===== config.mk =====
export PLATFORM = sky130hd
export DESIGN_NAME = up_bus_arbiter_flat
export DESIGN_NICKNAME = d
export VERILOG_FILES = /design/src/rtl/up_bus_arbiter_if.sv /design/src/rtl/up_bus_arbiter.sv /design/src/flat_wrapper.sv
export SDC_FILE = /design/constraint.sdc
export NUM_CORES = 1
export LEC_CHECK = 0
export ABC_AREA = 1
export CAP_MARGIN = 30
export CORE_AREA = 2 2 126 128
export CTS_BUF_LIST = sky130_fd_sc_hd__clkbuf_8
export DETAILED_ROUTE_END_ITERATION = 8
export DIE_AREA = 0 0 128 130
export PLACE_DENSITY = 0.7
export SLEW_MARGIN = 10
export SYNTH_ARGS = -nofsm -noshare
export SYNTH_HDL_FRONTEND = slang
export SYNTH_SLANG_ARGS = --single-unit

===== constraint.sdc =====
create_clock -name up_clk -period 2.1 [get_ports up_clk]
set_input_delay 0.21 -clock up_clk [delete_from_list [all_inputs] [get_ports up_clk]]
set_output_delay 0.21 -clock up_clk [all_outputs]
set_load 0.01 [all_outputs]

===== src/rtl/up_bus_arbiter_if.sv =====
// up_* register-access bundle: write and read request/ack channels.
// N lanes share one rdata bus; master drives requests, slave drives acks.
interface up_bus_arbiter_if #(
    parameter int N          = 2,
    parameter int ADDR_WIDTH = 14
);
    logic [N-1:0]            wreq;
    logic [N*ADDR_WIDTH-1:0] waddr;
    logic [N*32-1:0]         wdata;
    logic [N-1:0]            wack;
    logic [N-1:0]            rreq;
    logic [N*ADDR_WIDTH-1:0] raddr;
    logic [31:0]             rdata;
    logic [N-1:0]            rack;

    modport master (
        output wreq, waddr, wdata, rreq, raddr,
        input  wack, rdata, rack
    );

    modport slave (
        input  wreq, waddr, wdata, rreq, raddr,
        output wack, rdata, rack
    );
endinterface


===== src/rtl/up_bus_arbiter.sv =====
// Round-robin arbiter sharing one up_* register port among NUM_REQ requesters.
// Ports: up_clk/up_rstn; s = requester side (slave modport, NUM_REQ lanes);
// m = downstream port (master modport, 1 lane); busy, grant_id, timeout status.
module up_bus_arbiter #(
    parameter int          NUM_REQ        = 2,
    parameter int          ADDR_WIDTH     = 14,
    parameter int          TIMEOUT_CYCLES = 64,
    parameter logic [31:0] TIMEOUT_RDATA  = 32'hDEADDEAD,
    localparam int         IW = (NUM_REQ > 1) ? $clog2(NUM_REQ) : 1
) (
    input  logic                   up_clk,
    input  logic                   up_rstn,
    up_bus_arbiter_if.slave        s,
    up_bus_arbiter_if.master       m,
    output logic                   busy,
    output logic [IW-1:0]          grant_id,
    output logic                   timeout
);

    localparam int CW = $clog2(TIMEOUT_CYCLES);

    typedef enum logic [1:0] {
        IDLE,
        ISSUE,
        WAIT,
        ACK
    } state_t;

    state_t                state;
    logic [IW-1:0]         ptr;
    logic [IW-1:0]         id;
    logic                  is_wr;
    logic [CW-1:0]         cnt;

    logic [NUM_REQ-1:0]    cand;
    logic                  found;
    logic [IW-1:0]         win;
    int                    idx;
    logic                  win_wr;
    logic [ADDR_WIDTH-1:0] win_waddr;
    logic [31:0]           win_wdata;
    logic [ADDR_WIDTH-1:0] win_raddr;
    logic [NUM_REQ-1:0]    onehot;
    logic [IW-1:0]         ptr_nxt;
    logic                  ack_in;

    assign cand = s.wreq | s.rreq;

    // Scan from the highest offset down so the last hit is the
    // first candidate at or after the pointer.
    always_comb begin
        found = 1'b0;
        win   = '0;
        idx   = 0;
        for (int k = NUM_REQ - 1; k >= 0; k--) begin
            idx = int'(ptr) + k;
            if (idx >= NUM_REQ) begin
                idx = idx - NUM_REQ;
            end
            if (cand[IW'(idx)]) begin
                found = 1'b1;
                win   = IW'(idx);
            end
        end
    end

    always_comb begin
        win_wr    = 1'b0;
        win_waddr = '0;
        win_wdata = '0;
        win_raddr = '0;
        for (int j = 0; j < NUM_REQ; j++) begin
            if (IW'(j) == win) begin
                win_wr    = s.wreq[j];
                win_waddr = s.waddr[j*ADDR_WIDTH +: ADDR_WIDTH];
                win_wdata = s.wdata[j*32 +: 32];
                win_raddr = s.raddr[j*ADDR_WIDTH +: ADDR_WIDTH];
            end
        end
    end

    assign onehot  = NUM_REQ'(1) << id;
    assign ptr_nxt = (int'(id) == NUM_REQ - 1) ? '0 : id + 1'b1;
    // Only the ack matching the latched type counts.
    assign ack_in  = is_wr ? m.wack : m.rack;

    always_ff @(posedge up_clk or negedge up_rstn) begin
        if (!up_rstn) begin
            state    <= IDLE;
            ptr      <= '0;
            id       <= '0;
            is_wr    <= 1'b0;
            cnt      <= '0;
            busy     <= 1'b0;
            grant_id <= '0;
            timeout  <= 1'b0;
            m.wreq   <= 1'b0;
            m.rreq   <= 1'b0;
            m.waddr  <= '0;
            m.wdata  <= '0;
            m.raddr  <= '0;
            s.wack   <= '0;
            s.rack   <= '0;
            s.rdata  <= '0;
        end else begin
            m.wreq  <= 1'b0;
            m.rreq  <= 1'b0;
            s.wack  <= '0;
            s.rack  <= '0;
            s.rdata <= '0;
            timeout <= 1'b0;
            unique case (state)
                IDLE: begin
                    if (found) begin
                        id       <= win;
                        grant_id <= win;
                        is_wr    <= win_wr;
                        busy     <= 1'b1;
                        state    <= ISSUE;
                        if (win_wr) begin
                            m.wreq  <= 1'b1;
                            m.waddr <= win_waddr;
                            m.wdata <= win_wdata;
                        end else begin
                            m.rreq  <= 1'b1;
                            m.raddr <= win_raddr;
                        end
                    end
                end
                ISSUE: begin
                    cnt   <= '0;
                    state <= WAIT;
                end
                WAIT: begin
                    if (ack_in) begin
                        state <= ACK;
                        if (is_wr) begin
                            s.wack <= onehot;
                        end else begin
                            s.rack  <= onehot;
                            s.rdata <= m.rdata;
                        end
                    end else if (cnt == CW'(TIMEOUT_CYCLES - 1)) begin
                        state   <= ACK;
                        timeout <= 1'b1;
                        if (is_wr) begin
                            s.wack <= onehot;
                        end else begin
                            s.rack  <= onehot;
                            s.rdata <= TIMEOUT_RDATA;
                        end
                    end else begin
                        cnt <= cnt + 1'b1;
                    end
                end
                ACK: begin
                    ptr   <= ptr_nxt;
                    busy  <= 1'b0;
                    state <= IDLE;
                end
                default: begin
                    state <= IDLE;
                end
            endcase
        end
    end

endmodule


===== src/flat_wrapper.sv =====
// flat-port wrapper written by rule: the top's interface ports become plain ports
module up_bus_arbiter_flat 
#(
    parameter int          NUM_REQ        = 2,
    parameter int          ADDR_WIDTH     = 14,
    parameter int          TIMEOUT_CYCLES = 64,
    parameter logic [31:0] TIMEOUT_RDATA  = 32'hDEADDEAD,
    localparam int         IW = (NUM_REQ > 1) ? $clog2(NUM_REQ) : 1
)
  (up_clk, up_rstn, busy, grant_id, timeout, s_wreq, s_waddr, s_wdata, s_rreq, s_raddr, s_wack, s_rdata, s_rack, m_wreq, m_waddr, m_wdata, m_rreq, m_raddr, m_wack, m_rdata, m_rack);
  up_bus_arbiter_if #(.N((2)), .ADDR_WIDTH(ADDR_WIDTH)) s_i ();
  up_bus_arbiter_if #(.N(1), .ADDR_WIDTH(ADDR_WIDTH)) m_i ();
  input  logic up_clk;
  input  logic up_rstn;
  output logic busy;
  output logic [IW-1:0] grant_id;
  output logic timeout;
  input wire logic [$bits(s_i.wreq)-1:0] s_wreq;
  input wire logic [$bits(s_i.waddr)-1:0] s_waddr;
  input wire logic [$bits(s_i.wdata)-1:0] s_wdata;
  input wire logic [$bits(s_i.rreq)-1:0] s_rreq;
  input wire logic [$bits(s_i.raddr)-1:0] s_raddr;
  output wire logic [$bits(s_i.wack)-1:0] s_wack;
  output wire logic [$bits(s_i.rdata)-1:0] s_rdata;
  output wire logic [$bits(s_i.rack)-1:0] s_rack;
  output wire logic [$bits(m_i.wreq)-1:0] m_wreq;
  output wire logic [$bits(m_i.waddr)-1:0] m_waddr;
  output wire logic [$bits(m_i.wdata)-1:0] m_wdata;
  output wire logic [$bits(m_i.rreq)-1:0] m_rreq;
  output wire logic [$bits(m_i.raddr)-1:0] m_raddr;
  input wire logic [$bits(m_i.wack)-1:0] m_wack;
  input wire logic [$bits(m_i.rdata)-1:0] m_rdata;
  input wire logic [$bits(m_i.rack)-1:0] m_rack;
  assign s_i.wreq = s_wreq;
  assign s_i.waddr = s_waddr;
  assign s_i.wdata = s_wdata;
  assign s_i.rreq = s_rreq;
  assign s_i.raddr = s_raddr;
  assign s_wack = s_i.wack;
  assign s_rdata = s_i.rdata;
  assign s_rack = s_i.rack;
  assign m_wreq = m_i.wreq;
  assign m_waddr = m_i.waddr;
  assign m_wdata = m_i.wdata;
  assign m_rreq = m_i.rreq;
  assign m_raddr = m_i.raddr;
  assign m_i.wack = m_wack;
  assign m_i.rdata = m_rdata;
  assign m_i.rack = m_rack;
  up_bus_arbiter #(.NUM_REQ(NUM_REQ), .ADDR_WIDTH(ADDR_WIDTH), .TIMEOUT_CYCLES(TIMEOUT_CYCLES), .TIMEOUT_RDATA(TIMEOUT_RDATA)) u_core (.up_clk(up_clk), .up_rstn(up_rstn), .s(s_i), .m(m_i), .busy(busy), .grant_id(grant_id), .timeout(timeout));
endmodule

# --- Word level (Yosys, flattened, before mapping) ---
# Index checks and enable logic that the tools add are counted.
# Widths: inputs -> output; s select.
op_classes:
  n_reduce_logical: 9
  n_mux: 47
  n_lt_le_gt_ge: 4
  n_eq_ne: 8
  shifts: 1
  bitwise: 2
  add_sub_neg: 5
ops:
  columns: ["cell", "n"]
  rows:
  - ["$mux 32", 6]
  - ["$mux 14", 2]
  - ["$mux 1", 23]
  - ["$mux 2", 11]
  - ["$mux 6", 2]
  - ["$pmux 6 s2", 1]
  - ["$reduce_and 3->1", 3]
  - ["$pmux 2 s4", 1]
  - ["$add 6x1->6 const B", 1]
  - ["$eq 6x6->1 const B", 1]
  - ["$lt 1x3->1 const B", 2]
  - ["$reduce_and 2->1", 3]
  - ["$eq 2x2->1 const B", 2]
  - ["$ne 2x2->1 const B", 2]
  - ["$reduce_bool 2->1", 2]
  - ["$ne 3x1->1 const B", 1]
  - ["$add 1x1->2 const B", 1]
  - ["$eq 2x1->1 const B", 1]
  - ["$ge 1x2->1 const B", 1]
  - ["$ge 2x2->1 const B", 1]
  - ["$logic_not 2->1", 1]
  - ["$ne 2x1->1 const B", 1]
  - ["$pmux 1 s2", 1]
  - ["$shl 1x1->2 const A", 1]
  - ["4 further kinds", 5]
word_totals:
  register_bits: 111
  wordCells: 91

# --- Longest topological paths before layout ---
# Gate-level depths: netlist of the first run.
depth:
  word_depth: 12
  depth_mapped: 10

# --- Worst setup path before layout of the first run ---
# No wires, ideal clock.
synth_path:
  path_type: "reg2reg"
  start: "register u_core.state[0]"
  end: "register u_core.m.wdata[10]"
  arrival_time_ns: 1.382
  path_slack_ns: 0.652
  stages_incl_launch_ff: 7
  path_cell_list: "dfrtp_1 -> inv_1 -> ha_1 -> clkbuf_1 -> buf_1 -> nand3_1 -> nand2_1"
synth_between:
  elab_chain_len: 2
synth_rtl:
  columns: ["element", "line_no", "text"]
  rows:
  - ["start: declaration", "up_bus_arbiter.sv:29", "state_t state;"]
  - ["start signal: assignment", "up_bus_arbiter.sv:89", "state <= IDLE;"]
  - ["start signal: assignment", "up_bus_arbiter.sv:119", "state <= ISSUE;"]
  - ["start signal: assignment", "up_bus_arbiter.sv:132", "state <= WAIT;"]
  - ["$logic_not 2->1", "up_bus_arbiter.sv:112", "unique case (state)"]
  - ["$reduce_and 3->1 (no source line)", null, null]
  - ["end signal: assignment", "up_bus_arbiter.sv:123", "m.wdata <= win_wdata;"]
  - ["end: declaration", "up_bus_arbiter_if.sv:17", "output wreq, waddr, wdata, rreq, raddr,"]
# Every way passes these cells.
# A chain may end at the register's enable or synchronous reset.

# --- Worst setup path after layout of the first run ---
layout_path:
  start: "register u_core.ptr"
  end: "register u_core.m.raddr[12]"
layout_between:
  elab_chain_len: 8
  word_cells_on_any_way: 13
layout_rtl:
  columns: ["element", "line_no", "text"]
  rows:
  - ["start: declaration", "up_bus_arbiter.sv:30", "logic [IW-1:0] ptr;"]
  - ["start signal: assignment", "up_bus_arbiter.sv:157", "ptr <= ptr_nxt;"]
  - ["$add 1x1->2", "up_bus_arbiter.sv:56", "idx = int'(ptr) + k;"]
  - ["$ge 2x2->1 or $sub 1x1->1 (tied branches)", "up_bus_arbiter.sv:57, up_bus_arbiter.sv:58", null]
  - ["$mux 1", "up_bus_arbiter.sv:57", "if (idx >= NUM_REQ) begin"]
  - ["$mux 1", "up_bus_arbiter.sv:60", "if (cand[IW'(idx)]) begin"]
  - ["$mux 1 (*)", "up_bus_arbiter.sv:60", null]
  - ["$mux 1", "up_bus_arbiter.sv:73", "if (IW'(j) == win) begin"]
  - ["$not 1->1 (no source line)", null, null]
  - ["$reduce_and 3->1 (no source line)", null, null]
  - ["end signal: assignment", "up_bus_arbiter.sv:126", "m.raddr <= win_raddr;"]
  - ["end: declaration", "up_bus_arbiter_if.sv:17", null]
# Every way passes the cells marked *; elsewhere a longest branch is shown, timed or not.

==> flow_summary.json, run 1 <==
{
  "clk_pin_slew_worst_paths_ns": 0.11,
  "cp-start-kind": "register",
  "final_util_pct": 53.6,
  "cp-startpoint": "u_core.ptr$_DFFE_PN0P_",
  "required_ns": 2.38,
  "ys_seq_area_share_pct": 53.1,
  "p_clk_share_pct": 15.1,
  "clkSinkCount": 111,
  "final_cells": 1117,
  "syn_nets": 838,
  "grt_pass1_wl_um": 25200,
  "diodes": 0,
  "drive_gt1_share_pct": 5.08,
  "tns_ns": 0,
  "avgSynthCellArea_um2": 7.76,
  "cts-root-buf": "clkbuf_8",
  "post_cts_buffers": 0,
  "place_area_mm2": 0.00803,
  "crit_chain": "nand2_2 -> nand2_1 -> nand2_1 -> inv_2 -> nand2_2 -> nand2_1 -> nand2_1",
  "cts_buffers": 9,
  "fmax_ghz": 0.577,
  "fin_crit_ns": 1.73,
  "powerDensity_mw_per_mm2": 1130,
  "p_int_uw": 5640,
  "crit_fanout": 17,
  "routabilityCongestion": 0.855,
  "r2r_start": "u_core.ptr$_DFFE_PN0P_",
  "nets": 1084,
  "drc_errors": 0,
  "grt_usage_pct": 19.4,
  "initial_utilization_pct": 33.9,
  "synth-edff-count": 0,
  "die_area_mm2": 0.0166,
  "cts_tree": "yes",
  "portBuffers": 259,
  "critPathArrivalTime_ns": 2.01,
  "r2r_setup_slack_ns": 0.37,
  "hpwl_um": 12200,
  "vdd_drop_max_mv": 0.460,
  "yosysWarnings": 0,
  "multi_input_area_mm2": 0.00211,
  "grt_setup_unrepaired": "no",
  "ctsHtreeMaxLevel": 3,
  "net-switching-power_uw": 3710,
  "first_pass_iters": 4,
  "gr-total-overflow": 0,
  "critical_path_class": "register to register",
  "syn-cell-area_mm2": 0.00523,
  "ys_async_sr_fraction_pct": 100,
  "nFillCells": 1452,
  "viasPerCell": 4.65,
  "design.portCount": 261,
  "crit_top_cell": "nand2_1",
  "clock_latency_ns": 0.39,
  "antenna_found_initial": 0,
  "cts-root-to-sink-buffers": 2,
  "vias": 5195,
  "synth_flop_cell": "dfrtp_1",
  "synth_seq_cells": 111,
  "cp-end-kind": "register",
  "total_power_uw": 9350,
  "grt_max_degree": 49,
  "max_stage_delay_ns": 0.62,
  "min_path_type": "primary input to async pin",
  "hold_violations": 0,
  "finalSetupViolations": 0,
  "p_seq_share_pct": 34.8,
  "relSlewSlack_pct": 68.2,
  "num_rows": 46,
  "switching_share_pct": 39.7,
  "wl_per_cell_um": 14.8,
  "die_w_um": 128,
  "power_frac_comb_pct": 50.0,
  "layout.area.seq_mm2": 0.00278,
  "antenna_left": 0,
  "grt_pass1_vias": 4821,
  "rr_endpoint": "u_core.m.raddr[12]$_DFFE_PN0P_",
  "slowest_stage": "dfrtp_2",
  "drt_iter0_markers": 278,
  "place_inst": 1100,
  "finalCritPeriodShare_pct": 82.5,
  "path_delay_family": "simple AND/OR/NAND/NOR gates",
  "synthToLayoutAreaGrowth_pct": 58.1,
  "status": "finished, final reports clean",
  "power_leakage_uw": 0.00412,
  "final_area_mm2": 0.00827,
  "core_area_mm2": 0.0154,
  "die_y_um": 130,
  "routed_wl_um": 16500,
  "tightestPinTransition_ns": 0.477,
  "synthCells": 674,
  "critical_path_buf_inv_count": 1,
  "max_cap_violations": 0,
  "r2r_cells": 7,
  "finClkSkew_ns": 0.0150,
  "ys_types": 22,
  "slew_violations": 0
}
metal layers:
metal / part of all wire, % / track usage, %
met2: 51 / 34.0
met5: 0 / 0
met1: 41 / 24.0
met4: 2.8 / 7.82
met3: 5.2 / 3.08
how the worst max path moves through the flow:
| stage | to | slack [ns] | cells past startpoint |
|---|---|---|---|
| after floorplan | u_core.m.wdata[10]$_DFFE_PN0P_ | 0.65 | 6 |
| after global placement | u_core.m.raddr[0]$_DFFE_PN0P_ | 0.08 | 10 |
| after detailed placement | u_core.m.raddr[5]$_DFFE_PN0P_ | 0.06 | 10 |
| after CTS | u_core.m.raddr[2]$_DFFE_PN0P_ | 0.37 | 7 |
| after global routing | u_core.m.raddr[9]$_DFFE_PN0P_ | 0.17 | 7 |
| final | u_core.m.raddr[12]$_DFFE_PN0P_ | 0.37 | 7 |
sequential cells by signal, indices dropped and copies added (netlist names):
| register | flops |
|---|---|
| u_core.busy | 1 |
| u_core.m.rreq | 1 |
| u_core.grant_id | 1 |
| u_core.state | 2 |
| u_core.cnt | 6 |
| u_core.timeout | 1 |
| u_core.s.rack | 2 |
| u_core.m.raddr | 14 |
| u_core.ptr | 1 |
| u_core.m.wreq | 1 |
| u_core.m.waddr | 14 |
| u_core.s.wack | 2 |
| u_core.is_wr | 1 |
| u_core.s.rdata | 32 |
| u_core.m.wdata | 32 |
per-stage QoR:
stage	setup WS, ns	hold slack, ns
2_1_floorplan	0.652	-0.0856
3_3_place_gp	0.0841	0.198
3_5_place_dp	0.0567	0.197
4_1_cts	0.367	0.297
5_1_grt	0.174	0.312
6_report	0.368	0.317
power by group through the flow:
stage	sequential, uW	clock [uW]	combinational, uW
2_1_floorplan	3550	0	2070
3_3_place_gp	3280	0	4700
3_5_place_dp	3300	0	4760
4_1_cts	3260	1490	4780
5_1_grt	3350	1560	5170
6_report	3260	1420	4680
synth_stat cells, types with 2 or more instances:
cell type  instances  area share, %
nor2_2             2           0.24
inv_2              2           0.14
clkbuf_1          21            1.5
o21ai_0           10           0.96
nand3_1          132             13
inv_1             27            1.9
nand2_2            3           0.36
buf_1              4           0.29
nand2_1          273             20
nor2_1            57            4.1
ha_1               4           0.96
a21oi_1            2           0.19
buf_4              9            1.3
buf_2              6           0.57
dfrtp_1          111             53
o21bai_1           2           0.29
nor3_1             3           0.29
clkbuf_8           2           0.53
cells by family after synthesis:
kind of cell / synth area share (%)
buffers and inverters: 6.49
flip-flops: 53.1
AND/OR/NAND/NOR: 38.0
adder cells (fa/ha/maj): 0.957
AO/OA/AOI/OAI: 1.44
worst register-to-register path, cell delays in order, from the launching register on:
cell and delay [ns]:
dfrtp_2 0.62, nand2_2 0.12, nand2_1 0.07, nand2_1 0.17
inv_2 0.25, nand2_2 0.24, nand2_1 0.12, nand2_1 0.05
repair_timing:
action / 4_1_cts / 5_1_grt
resized for setup: 0 / 0
hold buffers: 1 / 0
hold endpoints to repair: 30 / 0
placed cells by master (no fill, tap or decap), types with 2 or more instances in the layout:
master / n
ha_1: 3
buf_4: 14
clkbuf_8: 9
dfrtp_1: 110
inv_1: 27
nor2_2: 2
clkdlybuf4s50_1: 258
o21ai_0: 10
o21bai_1: 2
nor3_1: 3
inv_2: 2
nor2_1: 57
nand3_1: 132
clkinv_8: 2
a21oi_1: 2
nand2_2: 3
buf_12: 5
inv_8: 2
nand2_1: 273
area by class of cell:
type,instances,area share [%]
flip-flops and latches,111,33.6
repair buffers,278,33.8
inverters,29,1.32
well taps,192,2.91
clock inverters,7,1.24
clock buffers,9,1.50
multi-input cells,491,25.6
(Power assumes the default switching activity.)
==> run 2, diff against run 1 <==
PLACE_DENSITY = 0.73   (was 0.7)
clock period = 1.5 ns   (was 2.1 ns; I/O delays follow)
==> flow_summary.json, run 2 (same netlist as run 1, synthesis figures left out) <==
{
  "p_seq_share_pct": 33.9,
  "die_w_um": 128,
  "place_inst": 1112,
  "die_area_mm2": 0.0166,
  "tightestPinTransition_ns": 0.696,
  "vdd_drop_max_mv": 0.552,
  "die_y_um": 130,
  "final_cells": 1133,
  "final_common_cell": "nand2_1",
  "cp-end-kind": "output pin",
  "hold-worst-slack_ns": 0.266,
  "critical_path_class": "register to output pin",
  "tns_ns": 0,
  "ctsHtreeMaxLevel": 3,
  "clkSinkCount": 111,
  "max_stage_delay_ns": 0.58,
  "drive_gt1_share_pct": 7.55,
  "relSlewSlack_pct": 53.6,
  "routed_wl_um": 16700,
  "power_frac_comb_pct": 51.9,
  "grt_max_degree": 62,
  "cts_tree": "yes",
  "hpwl_um": 12300,
  "cp-start-kind": "register",
  "dpl_worst_slack_ns": -0.268,
  "fmax_ghz": 0.687,
  "drc_errors": 0,
  "finalSetupViolations": 0,
  "slowest_stage": "clkdlybuf4s50_1",
  "finalCritPeriodShare_pct": 97.0,
  "antenna_left": 0,
  "worst-path-stages": 1,
  "vias": 5328,
  "net-switching-power_uw": 5230,
  "crit_chain": "clkdlybuf4s50_1",
  "wl_per_cell_um": 14.8,
  "grt_pass1_wl_um": 25800,
  "grt_setup_unrepaired": "no",
  "core_area_mm2": 0.0154,
  "min_path_cells": 3,
  "first_pass_iters": 4,
  "cts-root-buf": "clkbuf_8",
  "grt_pass1_vias": 5035,
  "grt_usage_pct": 19.5,
  "clock_latency_ns": 0.38,
  "p_clk_share_pct": 14.2,
  "status": "finished, final reports clean",
  "portBuffers": 259,
  "critical_path_buf_inv_count": 1,
  "finClkSkew_ns": 0.0167,
  "cts-root-to-sink-buffers": 2,
  "diodes": 0,
  "largest_registers": "u_core.m.wdata (32), u_core.s.rdata (32)",
  "total_power_uw": 13300,
  "drt_iter0_markers": 350,
  "powerDensity_mw_per_mm2": 1560,
  "max_cap_violations": 0,
  "final_cell_mix": "nand2_1, clkdlybuf4s50_1, nand3_1",
  "min_path_type": "primary input to register",
  "crit_fanout": 2,
  "num_rows": 46,
  "design.portCount": 261,
  "p_int_uw": 8110,
  "path_delay_family": "buffers and inverters",
  "hold_violations": 0,
  "viasPerCell": 4.70,
  "routabilityCongestion": 0.791,
  "slew_violations": 0,
  "clk_pin_slew_worst_paths_ns": 0.11,
  "gr-total-overflow": 0,
  "synthToLayoutAreaGrowth_pct": 63.1,
  "fin_crit_ns": 1.46,
  "switching_share_pct": 39.2,
  "required_ns": 1.35,
  "initial_utilization_pct": 33.9,
  "antenna_found_initial": 0,
  "critPathArrivalTime_ns": 1.31,
  "layout_setup_ws_ns": 0.0447,
  "nets": 1100,
  "r2r_cells": 7,
  "cts_buffers": 9,
  "power_leakage_uw": 0.00456
}
run 2: changes by cell type in the layout (fill, tap and decap cells not counted), moves of 2 or more:
cell / delta
buf_12: +5
clkinv_8: -2
dlygate4sd2_1: +3
inv_8: -2
nand2_2: +2
buf_4: +10
clkdlybuf4s50_1: -30
dlymetal6s2s_1: +27
nand2_1: -2
inv_1: -2
ha_1: -2
clkinvlp_4: +2
run 2: final timing paths:
| path | start | to | slack [ns] |
|---|---|---|---|
| setup reg to reg | u_core.state[1]$_DFFE_PN0P_ | u_core.m.raddr[11]$_DFFE_PN0P_ | 0.11 |
| min in group asynchronous | up_rstn | u_core.s.rdata[19]$_DFF_PN0_ | 0.30 |
| max in group asynchronous | up_rstn | u_core.m.raddr[5]$_DFFE_PN0P_ | 0.88 |
| hold reg to reg | u_core.m.waddr[3]$_DFFE_PN0P_ | u_core.m.waddr[3]$_DFFE_PN0P_ | 0.47 |
| hold / removal | m_rdata[17] | u_core.s.rdata[17]$_DFF_PN0_ | 0.27 |
| setup / recovery | u_core.m.wdata[30]$_DFFE_PN0P_ | m_wdata[30] | 0.04 |
run 2: timing repair:
item                       in CTS  in global routing
setup endpoints to repair      17                 67
hold buffers                    1                  0
pin swaps                       0                  5
cloned                          0                  1
gates resized for setup         5                 37
buffers inserted                0                  3
hold endpoints to repair      111                  0
run 2: metal layers:
layer  share of wire, %  routed length, um  up-vias  GRT usage (%)
li1                   -                  -     2648              -
met1                 43               7110     2512           24.9
met2                 51               8520      150           33.7
met3                4.8                800       18           3.49
met4                1.7                287        0           6.92
met5                  0                  0        -              0
run 2: power groups by stage:
stage                     registers, uW  clock network (uW)  logic, uW
final                              4520                1900       6920
after CTS                          4550                1950       6970
after detailed placement           4600                   0       6950
after global placement             4590                   0       6870
after floorplan                    4980                   0       2900
after global routing               4660                2100       7630
run 2: final cells by class:
| class | instances | area (um^2) |
|---|---|---|
| clock buffers | 10 | 138 |
| clock inverters | 6 | 67.6 |
| fillers | 1432 | 6900 |
| inverters | 29 | 111 |
| multi-input cells | 492 | 2150 |
| flip-flops and latches | 111 | 2780 |
| well taps | 192 | 240 |
| repair buffers | 293 | 3040 |
run 2: metrics by stage:
| stage | area, um^2 | utilization, % |
|---|---|---|
| CTS | 8400 | 54.5 |
| global route | 8530 | 55.3 |
| floorplan | 5230 | - |
| detailed placement | 8180 | 53.0 |
| global placement | 8180 | 53.0 |
| finish | 8530 | 55.3 |
